===== src/rtl/irq_controller_if.sv =====
// Register-window bus between the CPU interconnect and irq_controller.
// The master drives select/addr/we/rd/wdata; the slave returns registered rdata.
interface irq_controller_if;
    logic        select;
    logic [1:0]  addr;
    logic [3:0]  we;
    logic        rd;
    logic [31:0] wdata;
    logic [31:0] rdata;

    modport master (output select, addr, we, rd, wdata, input rdata);
    modport slave  (input select, addr, we, rd, wdata, output rdata);
endinterface


===== src/rtl/irq_controller.sv =====
// Memory-mapped interrupt controller: edge/level latching, enable mask, arbitration, claim/complete.
// Optional macro IRQ_ROTATE_PRIORITY_EN selects round-robin instead of lowest-index-first arbitration.
module irq_controller #(
    parameter int NUM_SRC = 8
) (
    input  logic                input_clk,
    input  logic                reset,
    irq_controller_if.slave     bus,
    input  logic [NUM_SRC-1:0]  src,
    output logic                cpu_irq
);
    typedef enum logic [0:0] {ST_IDLE = 1'b0, ST_IN_SERVICE = 1'b1} state_e;

    localparam logic [1:0] A_PENDING = 2'd0;
    localparam logic [1:0] A_ENABLE  = 2'd1;
    localparam logic [1:0] A_CLAIM   = 2'd2;
    localparam logic [1:0] A_MODE    = 2'd3;

    function automatic logic [31:0] lane_mask(input logic [3:0] we);
        return {{8{we[3]}}, {8{we[2]}}, {8{we[1]}}, {8{we[0]}}};
    endfunction

    state_e             state_q, state_d;
    logic [NUM_SRC-1:0] src_q, edge_pend_q, edge_pend_d;
    logic [NUM_SRC-1:0] enable_q, enable_d, mode_q, mode_d;
    logic [4:0]         svc_idx_q, svc_idx_d;
    logic [31:0]        rdata_q, rdata_d;
    logic               cpu_irq_q;
    logic [NUM_SRC-1:0] pending_s, cand_s, rise_s, claim_clr_s, w1c_s;
    logic [31:0]        wmask_s;
    logic [4:0]         winner_s;
    logic               wr_s, rd_s, take_s, done_s;
    logic               unused_s;

    assign wr_s      = bus.select && (bus.we != 4'd0);
    assign rd_s      = bus.select && bus.rd;
    assign wmask_s   = lane_mask(bus.we);
    // Edge bits come from the latch, level bits follow the registered line directly.
    assign pending_s = (mode_q & edge_pend_q) | (~mode_q & src_q);
    assign cand_s    = pending_s & enable_q;
    assign take_s    = (state_q == ST_IDLE) && rd_s && (bus.addr == A_CLAIM) && (cand_s != '0);
    assign done_s    = (state_q == ST_IN_SERVICE) && wr_s && bus.we[0] &&
                       (bus.addr == A_CLAIM) && (bus.wdata[4:0] == svc_idx_q);

`ifdef IRQ_ROTATE_PRIORITY_EN
    logic [4:0]           rr_ptr_q, rr_ptr_d;
    logic [2*NUM_SRC-1:0] dbl_s;
    logic [5:0]           pos_s, sum_s;

    // Round-robin winner: rotate the candidate set so the search starts at rr_ptr.
    always_comb begin
        dbl_s = {cand_s, cand_s} >> rr_ptr_q;
        pos_s = 6'd0;
        for (int k = NUM_SRC - 1; k >= 0; k--) begin
            pos_s = dbl_s[k] ? 6'(k) : pos_s;
        end
        sum_s    = {1'b0, rr_ptr_q} + pos_s;
        sum_s    = (sum_s >= 6'(NUM_SRC)) ? (sum_s - 6'(NUM_SRC)) : sum_s;
        winner_s = sum_s[4:0];
    end

    // Pointer advances past the source just completed.
    always_comb begin
        if (done_s) begin
            rr_ptr_d = (svc_idx_q == 5'(NUM_SRC - 1)) ? 5'd0 : (svc_idx_q + 5'd1);
        end else begin
            rr_ptr_d = rr_ptr_q;
        end
    end

    // Rotation pointer register.
    always_ff @(posedge input_clk or posedge reset) begin
        if (reset) begin
            rr_ptr_q <= 5'd0;
        end else begin
            rr_ptr_q <= rr_ptr_d;
        end
    end

    assign unused_s = ^{bus.wdata, wmask_s, dbl_s, sum_s};
`else
    // Fixed priority winner: lowest candidate index.
    always_comb begin
        winner_s = 5'd0;
        for (int k = NUM_SRC - 1; k >= 0; k--) begin
            winner_s = cand_s[k] ? 5'(k) : winner_s;
        end
    end

    assign unused_s = ^{bus.wdata, wmask_s};
`endif

    // Claim/complete state machine.
    always_comb begin
        state_d   = state_q;
        svc_idx_d = svc_idx_q;
        case (state_q)
            ST_IDLE: begin
                if (take_s) begin
                    state_d   = ST_IN_SERVICE;
                    svc_idx_d = winner_s;
                end else begin
                    state_d   = ST_IDLE;
                end
            end
            ST_IN_SERVICE: begin
                if (done_s) begin
                    state_d = ST_IDLE;
                end else begin
                    state_d = ST_IN_SERVICE;
                end
            end
            default: state_d = ST_IDLE;
        endcase
    end

    // Register-file updates; an edge event beats a same-cycle W1C or claim clear.
    always_comb begin
        claim_clr_s = '0;
        for (int k = 0; k < NUM_SRC; k++) begin
            claim_clr_s[k] = take_s && (winner_s == 5'(k));
        end
        rise_s = src & ~src_q;
        w1c_s  = (wr_s && (bus.addr == A_PENDING)) ? (bus.wdata[NUM_SRC-1:0] & wmask_s[NUM_SRC-1:0]) : '0;
        if (wr_s && (bus.addr == A_ENABLE)) begin
            enable_d = (enable_q & ~wmask_s[NUM_SRC-1:0]) | (bus.wdata[NUM_SRC-1:0] & wmask_s[NUM_SRC-1:0]);
        end else begin
            enable_d = enable_q;
        end
        if (wr_s && (bus.addr == A_MODE)) begin
            mode_d = (mode_q & ~wmask_s[NUM_SRC-1:0]) | (bus.wdata[NUM_SRC-1:0] & wmask_s[NUM_SRC-1:0]);
        end else begin
            mode_d = mode_q;
        end
        edge_pend_d = ((edge_pend_q & ~w1c_s & ~claim_clr_s) | rise_s) & mode_d;
    end

    // Read mux, sampled with pre-edge state.
    always_comb begin
        rdata_d = rdata_q;
        if (rd_s) begin
            case (bus.addr)
                A_PENDING: rdata_d = 32'(pending_s);
                A_ENABLE:  rdata_d = 32'(enable_q);
                A_CLAIM: begin
                    if (state_q == ST_IN_SERVICE) begin
                        rdata_d = {1'b1, 26'd0, svc_idx_q};
                    end else if (cand_s != '0) begin
                        rdata_d = {1'b1, 26'd0, winner_s};
                    end else begin
                        rdata_d = 32'd0;
                    end
                end
                A_MODE:    rdata_d = 32'(mode_q);
                default:   rdata_d = 32'd0;
            endcase
        end else begin
            rdata_d = rdata_q;
        end
    end

    // State and register storage.
    always_ff @(posedge input_clk or posedge reset) begin
        if (reset) begin
            state_q     <= ST_IDLE;
            src_q       <= '0;
            edge_pend_q <= '0;
            enable_q    <= '0;
            mode_q      <= '0;
            svc_idx_q   <= 5'd0;
            rdata_q     <= 32'd0;
            cpu_irq_q   <= 1'b0;
        end else begin
            state_q     <= state_d;
            src_q       <= src;
            edge_pend_q <= edge_pend_d;
            enable_q    <= enable_d;
            mode_q      <= mode_d;
            svc_idx_q   <= svc_idx_d;
            rdata_q     <= rdata_d;
            cpu_irq_q   <= (state_q == ST_IDLE) && (cand_s != '0);
        end
    end

    assign bus.rdata = rdata_q;
    assign cpu_irq   = cpu_irq_q;
endmodule


===== src/flat_wrapper.sv =====
// flat-port wrapper written by rule: the top's interface ports become plain ports
module irq_controller_flat 
#(
    parameter int NUM_SRC = 8
)
  (input_clk, reset, src, cpu_irq, bus_select, bus_addr, bus_we, bus_rd, bus_wdata, bus_rdata);
  irq_controller_if bus_i ();
  input  logic input_clk;
  input  logic reset;
  input  logic [NUM_SRC-1:0] src;
  output logic cpu_irq;
  input wire logic [$bits(bus_i.select)-1:0] bus_select;
  input wire logic [$bits(bus_i.addr)-1:0] bus_addr;
  input wire logic [$bits(bus_i.we)-1:0] bus_we;
  input wire logic [$bits(bus_i.rd)-1:0] bus_rd;
  input wire logic [$bits(bus_i.wdata)-1:0] bus_wdata;
  output wire logic [$bits(bus_i.rdata)-1:0] bus_rdata;
  assign bus_i.select = bus_select;
  assign bus_i.addr = bus_addr;
  assign bus_i.we = bus_we;
  assign bus_i.rd = bus_rd;
  assign bus_i.wdata = bus_wdata;
  assign bus_rdata = bus_i.rdata;
  irq_controller #(.NUM_SRC(NUM_SRC)) u_core (.input_clk(input_clk), .reset(reset), .bus(bus_i), .src(src), .cpu_irq(cpu_irq));
endmodule

===== config.mk =====
export PLATFORM = sky130hd
export DESIGN_NAME = irq_controller_flat
export DESIGN_NICKNAME = d
export VERILOG_FILES = /design/src/rtl/irq_controller_if.sv /design/src/rtl/irq_controller.sv /design/src/flat_wrapper.sv
export SDC_FILE = /design/constraint.sdc
export NUM_CORES = 1
export LEC_CHECK = 0
export ABC_CLOCK_PERIOD_IN_PS = 5800
export CORE_ASPECT_RATIO = 1.2
export CORE_MARGIN = 5
export CORE_UTILIZATION = 31
export DETAILED_ROUTE_END_ITERATION = 10
export HOLD_SLACK_MARGIN = 0.05
export PLACE_DENSITY = 0.54
export SYNTH_ARGS = -nofsm -noshare
export SYNTH_HDL_FRONTEND = slang
export SYNTH_SLANG_ARGS = --single-unit

===== constraint.sdc =====
create_clock -name input_clk -period 5.8 [get_ports input_clk]
set_input_delay 0.58 -clock input_clk [delete_from_list [all_inputs] [get_ports input_clk]]
set_output_delay 0.58 -clock input_clk [all_outputs]
set_load 0.02 [all_outputs]

=== Word level (Yosys, flattened, before mapping) ===
Index checks and enable logic that the tools add are counted.
W data, S select, Z words.

* Equal/unequal tests: 11
* Muxes and demuxes: 16
* Bitwise gates (word level): 20
* Reductions and logical operators: 26

{| class="wikitable"
|+ Operator list
! operator !! count
|-
| $pmux W32 S4 || 1
|-
| $and A8 B8 Y8 || 10
|-
| $mux W32 || 2
|-
| $not A8 Y8 || 5
|-
| $mux W5 || 7
|-
| $or A8 B8 Y8 || 4
|-
| $logic_and A1 B1 Y1 || 21
|-
| $eq A5 B3 Y1 const B || 4
|-
| $mux W8 || 2
|-
| $eq A5 B2 Y1 const B || 2
|-
| $reduce_bool A8 Y1 || 1
|-
| $eq A5 B1 Y1 const B || 1
|-
| $eq A5 B5 Y1 || 1
|-
| $logic_not A5 Y1 || 1
|-
| $eq A2 B2 Y1 const B || 2
|-
| $reduce_bool A4 Y1 || 1
|-
| $mux W3 || 1
|-
| $eq A2 B1 Y1 const B || 1
|-
| $logic_not A2 Y1 || 1
|-
| $mux W1 || 2
|-
| $pmux W1 S2 || 1
|-
| $reduce_and A2 Y1 || 1
|-
| $not A1 Y1 || 1
|}

* Flip-flop bits (word level): 71
* Bits of input ports: 50
* Word-level logic and storage cells: 81

=== Logic depth before layout (Yosys ltp) ===
Gate-level depths: netlist (run 1).

* Depth after elaboration: 18
* Mapped depth: 8
* Mapped depth without buffers: 5

=== Least setup slack after synthesis (run 1) ===
OpenSTA, ideal clock, no wires.

* Path kind: input to register
* Start point: input port bus_addr[1]
* End point: register u_core.edge_pend_q[5]
* Setup time: 0.129 ns
* Arrival: 1.806 ns
* Data required time: 5.671 ns
* Setup slack: 3.864 ns
* Stages: 5
* Path through: clkbuf_1 -> nand2b_1 -> nor3_2 -> nand3_1 -> o41a_1

* Longest elaborated chain between the ends: 8
* Elaborated cells on any way between the ends: 16
* Those cells by class: 2 x eq/ne; 2 x mux; 6 x bitwise; 6 x reduce/logical

{| class="wikitable"
|+ RTL lines
! item !! line !! text
|-
| start: declaration || flat_wrapper.sv:13 || <nowiki>input wire logic [$bits(bus_i.addr)-1:0] bus_addr;</nowiki>
|-
| $logic_not A2 Y1 / $eq A2 B2 Y1 (equally long branches) || irq_controller.sv:124, irq_controller.sv:41 ||
|-
| $logic_and A1 B1 Y1, on equally long branches || irq_controller.sv:124, irq_controller.sv:41 ||
|-
| $mux W8 / $logic_and A1 B1 Y1 (equally long branches) || irq_controller.sv:124, irq_controller.sv:41 ||
|-
| $not A8 Y8 / $logic_and A1 B1 Y1 (equally long branches) || irq_controller.sv:135, irq_controller.sv:121 ||
|-
| $and A8 B8 Y8 / $not A8 Y8 (equally long branches) || irq_controller.sv:135 || <nowiki>edge_pend_d = ((edge_pend_q & ~w1c_s & ~claim_clr_s) | rise_s) & mode_d;</nowiki>
|-
| $and A8 B8 Y8 || irq_controller.sv:135 ||
|-
| $or A8 B8 Y8 || irq_controller.sv:135 ||
|-
| $and A8 B8 Y8 * || irq_controller.sv:135 ||
|-
| named net u_core.edge_pend_d[5] || irq_controller.sv:24 || <nowiki>logic [NUM_SRC-1:0] src_q, edge_pend_q, edge_pend_d;</nowiki>
|-
| end signal: assignment || irq_controller.sv:176 || <nowiki>edge_pend_q <= edge_pend_d;</nowiki>
|-
| end: declaration || irq_controller.sv:24 ||
|}

Mark *: on every way through the listed nets, which the timed path passes. The rest lies on a longest branch.
A chain may end at the register's enable or synchronous reset.

=== Worst setup path after layout (run 1) ===
* Start point: input port bus_addr[0]
* End point: register u_core.edge_pend_q[5]

* Elaborated cells on any way between the ends: 16
* Those cells by class: 2 x eq/ne; 2 x mux; 6 x bitwise; 6 x reduce/logical

{| class="wikitable"
|+ RTL lines
! item !! line !! text
|-
| $eq A2 B2 Y1 || irq_controller.sv:130 || <nowiki>if (wr_s && (bus.addr == A_MODE)) begin</nowiki>
|-
| $logic_and A1 B1 Y1 || irq_controller.sv:130 ||
|-
| $mux W8 || irq_controller.sv:130 ||
|-
| named net u_core.mode_d[5] || irq_controller.sv:25 || <nowiki>logic [NUM_SRC-1:0] enable_q, enable_d, mode_q, mode_d;</nowiki>
|-
| $and A8 B8 Y8 || irq_controller.sv:135 ||
|-
| named net u_core.edge_pend_d[5] || irq_controller.sv:24 ||
|}

The timed path passes the listed nets, and every way through them passes these cells.

==> qor.csv, run 1 <==
stage,metric,value,unit
status,outcome,completed,
timing,slew_violations,0,
yosys,synth_cell_types,51,
setup_path,max_stage_delay,590,ps
timing,worstMarginPinSlew,969.7,ps
setup_path,cp.required,5990,ps
timing,clock_skew,8.325,ps
setup_path,cp_cell_sequence,clkdlybuf4s50_1 -> buf_4 -> nand4_1 -> mux2_2 -> o21a_1 -> o41a_1,
layout,fin_area,3067,sq um
yosys,synth.top_cell.area_share,0.4464,
global_route,grt_max_degree,47,
timing,clock.fmax,407.2,MHz
route,avgViaCountPerCell,5.093,
pwr,powerDensity,344.1,nW/um^2
placed_design,portBuffers,32,
timing,grt_setup_unrepaired,no,
placed_design,gp_congestion,0.8965,
global_route,antenna_found_initial,0,
setup_path,setup.worst_path.end,u_core.edge_pend_q[5]$_DFF_PP0_,
setup_path,cp_slowest_cell,nand4_1,
setup_path,critPathLaunch,bus_addr[0],
floorplan,ios,83,
setup_path,cp_max_fo,26,
timing,setup-violations-final,0,
route,wl_per_cell,16.22,um
yosys,syn_avg_cell_area,9.918,sq um
yosys,synth_flop_cell,dfrtp_1,
route,dr.pass1.iters,4,
yosys,ys_async_sr_fraction,1.000,
setup_path,timing.rr.start,u_core.mode_q[2]$_DFF_PP0_,
job,drv_cap,0,
yosys,synth_area_leaders,"dfrtp_1, mux2_2, buf_4",
setup_path,r2r_end,u_core.svc_idx_q[1]$_DFFE_PP0P_,
pwr,switching_power,337.9,uW
setup_path,end_kind,register,
setup_path,reg2regPathDepth,5,
timing,post-route-period-util,0.4234,
floorplan,dieArea,10250,sq um
floorplan,die_y,109.9,um
clocking,cts_root_buffer,clkbuf_8,
pwr,clockPowerShare,0.280,
layout,syn2layout_area_growth,18.92,%
route,final_antenna_net_count,0,
yosys,ys_ff_latch,46,
layout,fin_util,0.3782,
pwr,switching_share,0.3202,
layout,antenna_cells,0,
pwr,p_int,717.4,uW
timing,fin_crit,2456,ps
timing,relSlewSlack,0.3526,
setup_path,startpoint_type,input pin,
clocking,cts.sinks,46,
timing,whs,480.6,ps
pwr,p_comb_frac,0.293,
placed_design,dpl_cell_area,2924,sq um
min_path,hold_class,reg -> reg,
yosys,yosysWarnings,0,
global_route,grt_overflow,0,
setup_path,r2r_slack,3630,ps
floorplan,initial_core_util,0.3181,
clocking,path_clk_slew,90,ps
setup_path,critPathArrivalTime,2640,ps
yosys,yosys.area.top_type,dfrtp_1,
route,drt-initial-drc-count,70,
clocking,ctsResizeCount,0,
timing,tns,0,ps
yosys,ys_seq_area_frac,0.4464,
pwr,power.total,1.055,mW
clocking,cts_tree,built,
global_route,track_usage,0.1290,
yosys,synth-edff-count,0,
yosys,synth_commonest_cells,"dfrtp_1, nand2_1, buf_4, mux2_2, a21oi_1",
yosys,syn-cell-area,2579,sq um
floorplan,die_w,93.26,um
setup_path,critPathKind,in -> reg,
clocking,cts.htree.levels,2,
clocking,numCtsBuffers,5,
clocking,clockBufferDepth,2,
route,drc_errors,0,
clocking,cts_setup_buffers,0,
global_route,grt_pass1_wl,10.31,mm
pwr,cellLeakagePower,1.307,nW
placed_design,dp_hpwl,4.626,mm
yosys,yosysMostFrequentCell,dfrtp_1,
floorplan,placementRows,36,
timing,hold_viol_final,0,
layout,layout-drive-gt1-share,0.1531,
route,finalWirelength,6.308,mm
layout,layout.nets,343,
pwr,p_seq_frac,0.427,
floorplan,coreArea,8108,sq um
pwr,ir_worst_vdd,0.0001162,V
clocking,postCtsHoldBufs,0,
global_route,grt_pass1_vias,2004,
yosys,synth_cells,260,
route,vias,1981,
clocking,insertion_delay,300,ps
## how the worst min path moves through the flow
stage	start	end	slack (ps)	cells past startpoint
3_3_place_gp	u_core.bus.rdata[5]$_DFFE_PP0P_	u_core.bus.rdata[5]$_DFFE_PP0P_	460	2
5_1_grt	u_core.bus.rdata[3]$_DFFE_PP0P_	u_core.bus.rdata[3]$_DFFE_PP0P_	530	2
4_1_cts	u_core.bus.rdata[4]$_DFFE_PP0P_	u_core.bus.rdata[4]$_DFFE_PP0P_	490	2
6_report	u_core.bus.rdata[5]$_DFFE_PP0P_	u_core.bus.rdata[5]$_DFFE_PP0P_	480	2
3_5_place_dp	u_core.bus.rdata[7]$_DFFE_PP0P_	u_core.bus.rdata[7]$_DFFE_PP0P_	470	2
2_1_floorplan	register	register	500	1
## layer usage
layer / wire (um) / GRT usage / vias to the layer above
li1: - / - / 958
met1: 2599 / 0.1494 / 975
met2: 3379 / 0.2381 / 41
met3: 225 / 0.02464 / 7
met4: 103 / 0.04084 / 0
met5: 0 / 0 / -
## final cells by class
cell class	count	area (sq um)
fill	847	5041
multi-input combinational	198	1281
clock inverter	2	60.06
tap	95	118.9
clock buffer	6	82.58
inverter	6	22.52
sequential	46	1151
timing repair buffer	36	350.3
## worst max-delay path, delay by kind of cell
family	cells	cell delay (ps)
AOI/OAI and AO/OA	2	220
muxes	1	510
and+or+nand+nor	1	590
buffers and inverters	2	730
## metrics by stage
| step | instances | setup slack, ps |
|---|---|---|
| floorplan | 282 | 3864 |
| global placement | 381 | 3010 |
| detailed placement | 381 | 2995 |
| CTS | 389 | 3327 |
| global route | 389 | 3227 |
| finish | 389 | 3344 |
## logic make-up after synthesis
logic type | Yosys count | synth area share
and+or+nand+nor | 78 | 0.1475
AOI/OAI and AO/OA | 66 | 0.1834
DFF | 46 | 0.4464
buffers and inverters | 38 | 0.08879
muxes | 28 | 0.1223
xor gates and xnor gates | 3 | 0.01019
other | 1 | 0.001454
## power by group through the flow
stage	logic [mW]	clock network, mW	registers [mW]
3_3_place_gp	0.308	0	0.455
4_1_cts	0.313	0.305	0.450
5_1_grt	0.344	0.312	0.463
3_5_place_dp	0.312	0	0.456
2_1_floorplan	0.215	0	0.455
6_report	0.309	0.295	0.450
## placed cells by master (no fill, tap or decap), types with 6 or more instances in the layout
| cell type | count |
|---|---|
| a22oi_1 | 8 |
| nor2_1 | 12 |
| o21ai_0 | 10 |
| mux2_2 | 23 |
| a21boi_0 | 7 |
| clkbuf_8 | 6 |
| clkdlybuf4s50_1 | 32 |
| nand2b_1 | 8 |
| conb_1 | 23 |
| a21oi_1 | 13 |
| dfrtp_1 | 46 |
| nand2_1 | 34 |
No activity file was read; power rests on OpenSTA's default activity.
==> run 2, diff against run 1 <==
Settings changed: ABC_CLOCK_PERIOD_IN_PS 5800 to 2300.
Clock period 5.8 ns to 2.3 ns, I/O delays scaled along.
==> run 2 against run 1 <==
Compared with the run above:
- design area barely moved
- sequential power grew to 2.5 times the previous value
- largest power group unchanged
- via count rose by 1.7%
- clock-buffer cell count increased by 1
- clock skew decreased by 0.72 ps
- die area did not move
- largest cell class unchanged
- register-to-register slack worse by 3400 ps
==> qor.csv, run 2 (synthesized netlist as in run 1, its figures left out) <==
stage,metric,value,unit,change
timing,worstMarginPinSlew,735.3,ps,-234.5 ps
layout,antenna_cells,0,,unchanged
route,drt-initial-drc-count,82,,+17%
placed_design,pre_cts_slack,283.5,ps,-2712 ps
timing,grt_setup_unrepaired,no,,
layout,layout-drive-gt1-share,0.1694,,+0.01637
floorplan,die_y,109.9,um,unchanged
setup_path,cp_top_family,compound AO/OA/AOI/OAI gates,,
setup_path,critPathBufInv,0,,-2
floorplan,coreArea,8108,sq um,unchanged
clocking,cts.sinks,46,,unchanged
layout,layout.nets,350,,+2.0%
global_route,met2_usage,0.2289,,-0.009198
placed_design,gp_congestion,0.8678,,-3.2%
min_path,hold_class,in -> async,,
route,vias,2014,,+1.7%
setup_path,cp_cell_sequence,mux2_2 -> a222oi_1 -> o21a_2 -> nor2_2 -> o41a_1,,
placed_design,portBuffers,32,,unchanged
setup_path,startpoint_type,register,,
clocking,clockBufferDepth,2,,unchanged
setup_path,end_kind,register,,
job,drv_cap,0,,unchanged
pwr,powerDensity,798.5,nW/um^2,+130%
clocking,ctsResizeCount,0,,unchanged
clocking,numCtsBuffers,5,,unchanged
clocking,cts_setup_buffers,0,,unchanged
global_route,grt_pass1_vias,1976,,-1.4%
pwr,ir_worst_vdd,0.0002026,V,+74%
timing,clock.fmax,489.8,MHz,
setup_path,max_stage_delay,420,ps,-170 ps
clocking,insertion_delay,300,ps,about the same
timing,clock_skew,7.601,ps,-0.7240 ps
clocking,cts.htree.levels,2,,unchanged
timing,hold_viol_final,0,,unchanged
timing,slew_violations,0,,unchanged
layout,syn2layout_area_growth,18.97,%,about the same
setup_path,cp_slowest_cell,dfrtp_1,,
setup_path,cp_max_fo,4,,-85%
global_route,antenna_found_initial,0,,unchanged
timing,setup-violations-final,0,,unchanged
clocking,path_clk_slew,90,ps,about the same
timing,relSlewSlack,0.5091,,+0.1565
route,wl_per_cell,16.05,um,-1.0%
global_route,grt_util_met1,0.1516,,+0.002257
timing,postLayoutSetupSlackWorst,258.4,ps,-3086 ps
global_route,track_usage,0.1295,,+0.0004713
floorplan,initial_core_util,0.3181,,unchanged
floorplan,die_w,93.26,um,unchanged
clocking,postCtsHoldBufs,0,,unchanged
setup_path,critPathArrivalTime,2220,ps,-420 ps
timing,tns,0,ps,unchanged
layout,fillers,823,,-2.8%
route,drc_errors,0,,unchanged
global_route,grtUsageMet3,0.02943,,+0.004791
clocking,cts_tree,built,,
route,final_antenna_net_count,0,,unchanged
pwr,cellLeakagePower,1.317,nW,+0.71%
status,outcome,completed,,
setup_path,cp.required,2480,ps,-3510 ps
global_route,grt_busiest_layer,met2,,
setup_path,critPathKind,reg -> reg,,
timing,fin_crit,2042,ps,
clocking,cts_root_buffer,clkbuf_8,,
timing,post-route-period-util,0.8877,,
layout,final_common_cell,dfrtp_1,,
global_route,grt_pass1_wl,10.18,mm,-1.3%
global_route,grt_max_degree,36,,-23%
route,avgViaCountPerCell,5.086,,-0.13%
placed_design,dp_hpwl,4.758,mm,+2.8%
route,dr.pass1.iters,4,,unchanged
floorplan,placementRows,36,,unchanged
layout,final_cell_mix,"dfrtp_1, nand2_1, clkdlybuf4s50_1",,
global_route,grt_overflow,0,,unchanged
floorplan,ios,83,,unchanged
floorplan,dieArea,10250,sq um,unchanged
route,finalWirelength,6.356,mm,+0.76%
## run 2: cell types whose count changed in the layout (fill, tap and decap cells not counted)
cell	change
clkinv_2	+1
bufinv_16	-2
buf_4	+7
clkbuf_1	+1
## run 2: worst paths after layout
path | from | end | slack [ps] | cells after the start
worst max-delay path | u_core.mode_q[2]$_DFF_PP0_ | u_core.edge_pend_q[5]$_DFF_PP0_ | 260 | 5
worst min-delay path | reset | u_core.mode_q[3]$_DFF_PP0_ | 370 | 2
worst max register to register | u_core.mode_q[2]$_DFF_PP0_ | u_core.edge_pend_q[5]$_DFF_PP0_ | 260 | 5
worst min register to register | u_core.bus.rdata[5]$_DFFE_PP0P_ | u_core.bus.rdata[5]$_DFFE_PP0P_ | 480 | 2
max in group asynchronous | reset | u_core.mode_q[0]$_DFF_PP0_ | 1310 | 3
min in group input_clk | src[4] | u_core.src_q[4]$_DFF_PP0_ | 390 | 1
## run 2: final cells by class
cell class / instances / area, sq um / share of cell area
multi-input cells: 198 / 1281 / 0.4176
inverters: 6 / 22.52 / 0.007341
clock buffers: 7 / 86.33 / 0.02814
clock inverters: 1 / 5.005 / 0.001631
well taps: 95 / 118.9 / 0.03874
repair buffers: 43 / 402.9 / 0.1313
flip-flops and latches: 46 / 1151 / 0.3752
## run 2: worst reg2reg max path, delay by kind of cell (launching register included)
kind | cells | cell delay, ps
compound gates | 3 | 1050
simple gates | 1 | 60
flops | 1 | 420
mux | 1 | 390
## run 2: per-stage QoR
| stage | instances | area, sq um | power [mW] | hold WS [ps] | util |
|---|---|---|---|---|---|
| after floorplan | 282 | 2661 | 1.689 | 261.4 | - |
| after global placement | 388 | 2977 | 1.948 | 460.6 | 0.3671 |
| after detailed placement | 388 | 2977 | 1.957 | 469.9 | 0.3671 |
| after CTS | 396 | 3068 | 2.471 | 389.1 | 0.3784 |
| after global routing | 396 | 3068 | 2.619 | 375.5 | 0.3784 |
| final | 396 | 3068 | 2.450 | 367.1 | 0.3784 |
## run 2: where the power goes
part	internal (mW)	total, mW	switching [mW]
Sequential	0.974	1.13	0.160
Clock	0.243	0.514	0.271
Combinational	0.388	0.801	0.414
Total	1.60	2.45	0.845
## run 2: metal layers
metal / part of all wire / wire (um)
met5: 0 / 0
met4: 0.025 / 160
met3: 0.034 / 215
met2: 0.53 / 3348
met1: 0.41 / 2631
==> run 3, diff against run 2 <==
Settings changed: CTS_CLUSTER_DIAMETER set to 200.
==> results of run 3 <==
No change in the layout: final DEF, timing and power equal those of run 2.
